===== config.mk =====
export PLATFORM = sky130hd
export DESIGN_NAME = sprot_tx
export DESIGN_NICKNAME = d
export VERILOG_FILES = /design/src/rtl/sprot_tx.sv
export SDC_FILE = /design/constraint.sdc
export NUM_CORES = 1
export LEC_CHECK = 0
export ABC_CLOCK_PERIOD_IN_PS = 3400
export BUFFER_PORTS_ARGS = -buffer_cell sky130_fd_sc_hd__buf_4
export CAP_MARGIN = 20
export CORE_MARGIN = 3
export CORE_UTILIZATION = 45
export DETAILED_ROUTE_END_ITERATION = 10
export MAX_ROUTING_LAYER = met4
export PLACE_DENSITY = 0.68
export SLEW_MARGIN = 30
export SYNTH_ARGS = -nofsm -noshare
export SYNTH_HDL_FRONTEND = slang
export SYNTH_SLANG_ARGS = --single-unit

===== constraint.sdc =====
create_clock -name clk -period 3.4 [get_ports clk]
set_input_delay 0.17 -clock clk [delete_from_list [all_inputs] [get_ports clk]]
set_output_delay 0.17 -clock clk [all_outputs]
set_load 0.03 [all_outputs]

===== src/rtl/sprot_tx.sv =====
// sprot_tx: transmitter side of the start/a/b wire protocol.
//
// Accepts a request on a valid/ready handshake and drives start, a and b on
// three consecutive cycles. The a or b phase may be suppressed on request
// for error injection. It then waits for the receiver's xfer_end/prot_err
// response (or times out), reports the outcome with a done pulse and keeps
// saturating transfer/error counters. All outputs are registered.
//
// Ports:
//   clk, rst          clock, synchronous active-high reset
//   req_valid/ready   request handshake (ready only while idle)
//   req_err[1:0]      bit0 suppresses a, bit1 suppresses b; latched on accept
//   start, a, b       protocol pulses
//   xfer_end,prot_err receiver response
//   done              one-cycle outcome pulse; done_err/mismatch/timeout qualify it
//   xfer_cnt,err_cnt  saturating status counters
module sprot_tx #(
  parameter int GAP_CYCLES   = 1,
  parameter int RESP_TIMEOUT = 8,
  parameter int CNT_W        = 8
) (
  input  logic             clk,
  input  logic             rst,
  input  logic             req_valid,
  output logic             req_ready,
  input  logic [1:0]       req_err,
  output logic             start,
  output logic             a,
  output logic             b,
  input  logic             xfer_end,
  input  logic             prot_err,
  output logic             done,
  output logic             done_err,
  output logic             mismatch,
  output logic             timeout,
  output logic [CNT_W-1:0] xfer_cnt,
  output logic [CNT_W-1:0] err_cnt
);

  // Timer holds the number of response cycles still left after the current one.
  localparam int TW = (RESP_TIMEOUT > 1) ? $clog2(RESP_TIMEOUT) : 1;
  localparam int GW = (GAP_CYCLES > 1) ? $clog2(GAP_CYCLES) : 1;

  typedef enum logic [2:0] {
    IDLE,
    ST_START,
    ST_A,
    ST_B,
    WAIT_RESP,
    GAP
  } state_t;

  state_t        state, state_n;
  logic [1:0]    err_q, err_n;
  logic [TW-1:0] tmr, tmr_n;
  logic [GW-1:0] gcnt, gcnt_n;
  logic          start_n, a_n, b_n;
  logic          done_n, done_err_n, mismatch_n, timeout_n;

  always_comb begin
    state_n    = state;
    err_n      = err_q;
    tmr_n      = tmr;
    gcnt_n     = gcnt;
    start_n    = 1'b0;
    a_n        = 1'b0;
    b_n        = 1'b0;
    done_n     = 1'b0;
    done_err_n = 1'b0;
    mismatch_n = 1'b0;
    timeout_n  = 1'b0;
    case (state)
      IDLE: begin
        if (req_valid && req_ready) begin
          err_n   = req_err;
          start_n = 1'b1;
          state_n = ST_START;
        end
      end
      ST_START: begin
        a_n     = ~err_q[0];
        state_n = ST_A;
      end
      ST_A: begin
        b_n     = ~err_q[1];
        tmr_n   = TW'(RESP_TIMEOUT - 1);
        state_n = ST_B;
      end
      // The b cycle is cycle 0 of the response window, so it samples
      // xfer_end exactly like the WAIT_RESP cycles that follow it. A
      // response in the final window cycle wins over the timeout.
      ST_B, WAIT_RESP: begin
        if (xfer_end) begin
          done_n     = 1'b1;
          done_err_n = prot_err;
          mismatch_n = prot_err != (err_q != 2'b00);
        end else if (tmr == '0) begin
          done_n     = 1'b1;
          done_err_n = 1'b1;
          timeout_n  = 1'b1;
        end else begin
          tmr_n   = tmr - 1'b1;
          state_n = WAIT_RESP;
        end
        // The done cycle is the first gap cycle; with no gap it is already idle.
        if (done_n) begin
          if (GAP_CYCLES == 0) begin
            state_n = IDLE;
          end else begin
            gcnt_n  = GW'(GAP_CYCLES - 1);
            state_n = GAP;
          end
        end
      end
      GAP: begin
        if (gcnt == '0) state_n = IDLE;
        else            gcnt_n  = gcnt - 1'b1;
      end
      default: state_n = IDLE;
    endcase
  end

  always_ff @(posedge clk) begin
    if (rst) begin
      state    <= IDLE;
      err_q    <= 2'b00;
      tmr      <= '0;
      gcnt     <= '0;
      req_ready <= 1'b0;
      start    <= 1'b0;
      a        <= 1'b0;
      b        <= 1'b0;
      done     <= 1'b0;
      done_err <= 1'b0;
      mismatch <= 1'b0;
      timeout  <= 1'b0;
      xfer_cnt <= '0;
      err_cnt  <= '0;
    end else begin
      state    <= state_n;
      err_q    <= err_n;
      tmr      <= tmr_n;
      gcnt     <= gcnt_n;
      req_ready <= (state_n == IDLE);
      start    <= start_n;
      a        <= a_n;
      b        <= b_n;
      done     <= done_n;
      done_err <= done_err_n;
      mismatch <= mismatch_n;
      timeout  <= timeout_n;
      // Counters update with the done pulse so they already include it.
      if (done_n && (xfer_cnt != '1))
        xfer_cnt <= xfer_cnt + 1'b1;
      if (done_n && (mismatch_n || timeout_n) && (err_cnt != '1))
        err_cnt <= err_cnt + 1'b1;
    end
  end

endmodule


* Word-level counts from Yosys, hierarchy flattened
Cells that the tools add are included.
** Operators by class
- Reductions and logical operators :: 19
- Mux-type cells :: 22
- Bitwise gates (word level) :: 6
- Add/subtract/negate cells :: 4
- Equal/unequal tests :: 11
** Operators by type and width (number)
- $mux 3 :: 7
- $add 8x1->8 const B :: 2
- $ne 8x8->1 const B :: 2
- $pmux 3 s5 :: 1
- $mux 1 :: 12
- $reduce_or 2->1 :: 5
- $logic_not 3->1 :: 3
- $eq 3x2->1 const B :: 2
- $eq 3x3->1 const B :: 2
- $ne 2x2->1 const B :: 3
- $not 1->1 :: 6
- $pmux 3 s2 :: 1
- $reduce_bool 2->1 :: 3
- $logic_and 1x1->1 :: 4
- $reduce_and 2->1 :: 2
- $eq 3x1->1 const B :: 1
- $reduce_and 3->1 :: 1
- $sub 3x1->3 const B :: 1
- $pmux 1 s2 :: 1
- $logic_or 1x1->1 :: 1
- $ne 1x1->1 :: 1
- $sub 1x1->1 const B :: 1
** Word-level totals
- Logic and storage cells :: 76
- Output and inout bits :: 24
- Register bits :: 33

* Logic depth before layout (Yosys ltp)
- Depth after elaboration :: 7
- Mapped depth :: 8
- Depth with buffers taken out :: 6

* Worst setup path before layout
No wires, ideal clock.
- Path type :: register to register
- Start point :: reg tmr[0]
- End point :: reg err_cnt[7]
- Cell stages (with the launch flop) :: 8
- Slack :: 1.574 ns
- Data required time :: 3.279 ns
- Arrival :: 1.706 ns
- Path buffers :: 1
- Period minus slack after synthesis :: 1.826 ns
- Cell sequence :: dfxtp_1 > inv_1 > ha_1 > nor3b_1 > a31oi_2 > buf_4 > nor4_1 > mux2_2
** On the way
- Longest elaborated chain between the ends :: 7
** RTL lines
- start: declaration :: RTL line 55 : logic [TW-1:0] tmr, tmr_n;
- start signal: assignment :: RTL line 142 : tmr <= tmr_n;
- $logic_not 3->1 (*) :: RTL line 97 : end else if (tmr == '0) begin
- $mux 1 (*) :: RTL line 97
- $mux 1 :: RTL line 93 : if (xfer_end) begin
- $mux 1 :: RTL line 72 : case (state)
- $mux 1 or $logic_or 1x1->1 (tied branches) :: RTL line 72, 155
- $logic_and 1x1->1 (*) (2 in a row) :: RTL line 155 : if (done_n && (mismatch_n || timeout_n) && (err_cnt != '1))
- end signal: assignment :: RTL line 156 : err_cnt <= err_cnt + 1'b1;
- end: declaration :: RTL line 37 : output logic [CNT_W-1:0] err_cnt
Mark *: on every way between the ends. The rest lies on a longest branch, timed or not. The select of a mux whose other input is x is not followed.
A chain may end at the register's enable or synchronous reset.

* Worst setup path after layout
Same ends and word-level chain as after synthesis.

==> run metrics <==
CTS max path bufs=2; GR Util All Layers=0.1780; placement row count=20; average wire per standard cell=approximately 13 um; number of setup buffers added after CTS=0; Post-Place Cell Area=around 0.0017 mm2; initial detailed-routing violation count=between 50 and 60; Max transition margin=0.4548; wirelength, routed=3222 um; Clk pin slew, worst setup/hold paths=0.10 ns; Final TNS setup=0 ns; vias in the first global route=1236; Worst Tran Pin Value=between 0.8 and 0.9 ns; Filler cells=321; Vias/cell=5.698; endpoints failing setup=0; Fin. Hold Viols=0; Synth warnings=0; critical path's slowest cell=nor4_1; largest net degree at the start of global routing=31; worst min-delay path class=input pin to register; HPWL Detailed=2269 um; clock skew=0.007291 ns; Worst-Skew Late Latency=0.34 ns; port bufs=30; critical path capture point type=register; Die H=63.60 um; CP peak stage delay=0.39 ns; most common cell after layout, fill and taps aside=dfxtp_1; clk sink count=32; P_leak=0.0006753 uW; Syn Area/Cell=roughly 9 um2; Slew Viols, Final=0; kind of critical path=register to register; Nets=between 200 and 250; Initial Utilization=0.4810; post-route cell area=around 0.0018 mm2; area of the core=0.003103 mm2; synthesized flop and latch total=32; Max H-tree Level=2; crit path DAT=2.25 ns; distinct cell type count after synthesis=42; WP data required=3.64 ns; share of layout cells above drive strength 1=0.2424; Achievable Freq=496.3 MHz; worst vdd ir=0.0003118 V; total grt overflow=0; Syn-to-layout area delta=20.96%; Hold Buf Count CTS=0; Power Dens Cells=577.4 mW/mm2; vias post-DR=1379; crit-path cells=inv_1 > ha_1 > nor3b_1 > a31oi_2 > nor4_1 > mux2_2; initial antenna violation count=0; Top-Level Pins=31; CTS root buffer=clkbuf_4; final worst path period share=0.5926; DIE AREA=a little over 0.004 mm2; crit path max fanout=15; sequential fraction of the synthesis area=0.4292; DRC=0; final RePlAce weighted congestion=roughly 0.77; max-cap violations=0; Syn Inst Count=~170; chip width=63.60 um; cts repair resizes=0; Antenna Nets Post-Route=0; CTS tree=built; Worst Setup Start Kind=register; RSZ-0062 raised after global routing=no; global-route wire length before repair=5616 um; cell area after synthesis=0.001493 mm2; Tmin final=2.015 ns; commonest cells after routing, fill and taps aside=32 x dfxtp_1, 30 x buf_4, 18 x a21oi_1; Pre-antenna DRT Iters=4; Net Count, Synth=179; Num CTS Buffers=5; outcome=completed; ANT cells=0
-- through the flow --
stage | power [uW] | instances | setup slack, ns | hold slack (ns) | util
detailed placement | 761.4 | 234 | 1.395 | 0.4260 | 0.5573
global route | 1108 | 242 | 1.266 | 0.07186 | 0.5819
CTS | 1047 | 242 | 1.393 | 0.06294 | 0.5819
floorplan | 689.1 | 168 | 1.574 | 0.2959 | -
global placement | 743.5 | 234 | 1.528 | 0.4201 | 0.5573
finish | 1043 | 242 | 1.385 | 0.07073 | 0.5819
-- power by group --
group          internal (uW)  switching, uW
Combinational            115            177
Clock                    154            134
Sequential               419           43.7
-- registers in the layout, indices dropped and copies added (netlist names) --
name / count
mismatch: 1
err_cnt: 8
state: 3
start: 1
done_err: 1
req_ready: 1
timeout: 1
tmr: 3
b: 1
a: 1
err_q: 2
done: 1
xfer_cnt: 8
-- cell type report --
| class | instances | area [um2] | area share |
|---|---|---|---|
| timing repair buffer | 30 | 225.2 | 0.1247 |
| sequential | 32 | 640.6 | 0.3548 |
| tap | 44 | 55.05 | 0.03049 |
| multi-input combinational | 120 | 778.2 | 0.4310 |
| clock inverter | 2 | 35.03 | 0.01940 |
| clock buffer | 6 | 41.29 | 0.02287 |
| inverter | 8 | 30.03 | 0.01663 |
-- worst paths after layout --
path	startpoint	endpoint	slack [ns]	cells past startpoint
hold / removal	req_err[0]	err_q[0]	0.07	3
hold reg to reg	err_q[1]	b	0.48	1
setup reg to reg	tmr[0]	err_cnt[7]	1.39	6
setup / recovery	tmr[0]	err_cnt[7]	1.39	6
-- Yosys cell counts (all sizes together) --
library cell / count / area share
ha: 4 / 0.034
clkbuf: 3 / 0.0075
a31oi: 3 / 0.017
o41ai: 1 / 0.0059
or3: 4 / 0.017
o31ai: 7 / 0.035
or4: 8 / 0.040
inv: 8 / 0.020
dfxtp: 32 / 0.43
and4b: 3 / 0.020
or2: 3 / 0.013
and2b: 1 / 0.0050
mux2: 2 / 0.015
a21oi: 18 / 0.060
nor3: 6 / 0.020
nor3b: 2 / 0.018
nand2: 9 / 0.023
nand3: 7 / 0.023
o41a: 1 / 0.0075
nor2: 10 / 0.025
and2: 2 / 0.0084
and4: 1 / 0.0059
a211oi: 1 / 0.0050
o21ai: 7 / 0.023
o22ai: 2 / 0.013
xnor2: 2 / 0.012
nor2b: 3 / 0.013
buf: 5 / 0.022
a31o: 1 / 0.0059
and3b: 1 / 0.0067
nor4: 4 / 0.017
or3b: 2 / 0.012
nand4: 3 / 0.013
nand4b: 1 / 0.0059
nand2b: 1 / 0.0042
-- cells by family after synthesis --
logic type	after synthesis	synth area share
AND/OR/NAND/NOR	71	0.2884
AO/OA/AOI/OAI	41	0.1727
flip-flops	32	0.4292
buffers and inverters	16	0.04945
adder cells (fa/ha/maj)	4	0.03353
XOR/XNOR	2	0.01174
multiplexers	2	0.01509
-- metal layers --
metal,vias up,global-route usage,routed length (um)
met5,-,-,0
met2,31,0.2712,1562
met3,6,0.05882,149
met4,0,0.06739,55
met1,661,0.2180,1455
li1,681,-,-
-- worst max-delay path: cells and delay by family, from the launching register on --
kind            cells  cell delay [ns]
compound gates      1             0.20
mux                 1             0.37
buf+inv             1             0.09
fa+ha+maj           1             0.17
flops               1             0.34
simple gates        2             0.73
No activity file was read; power rests on OpenSTA's default activity.
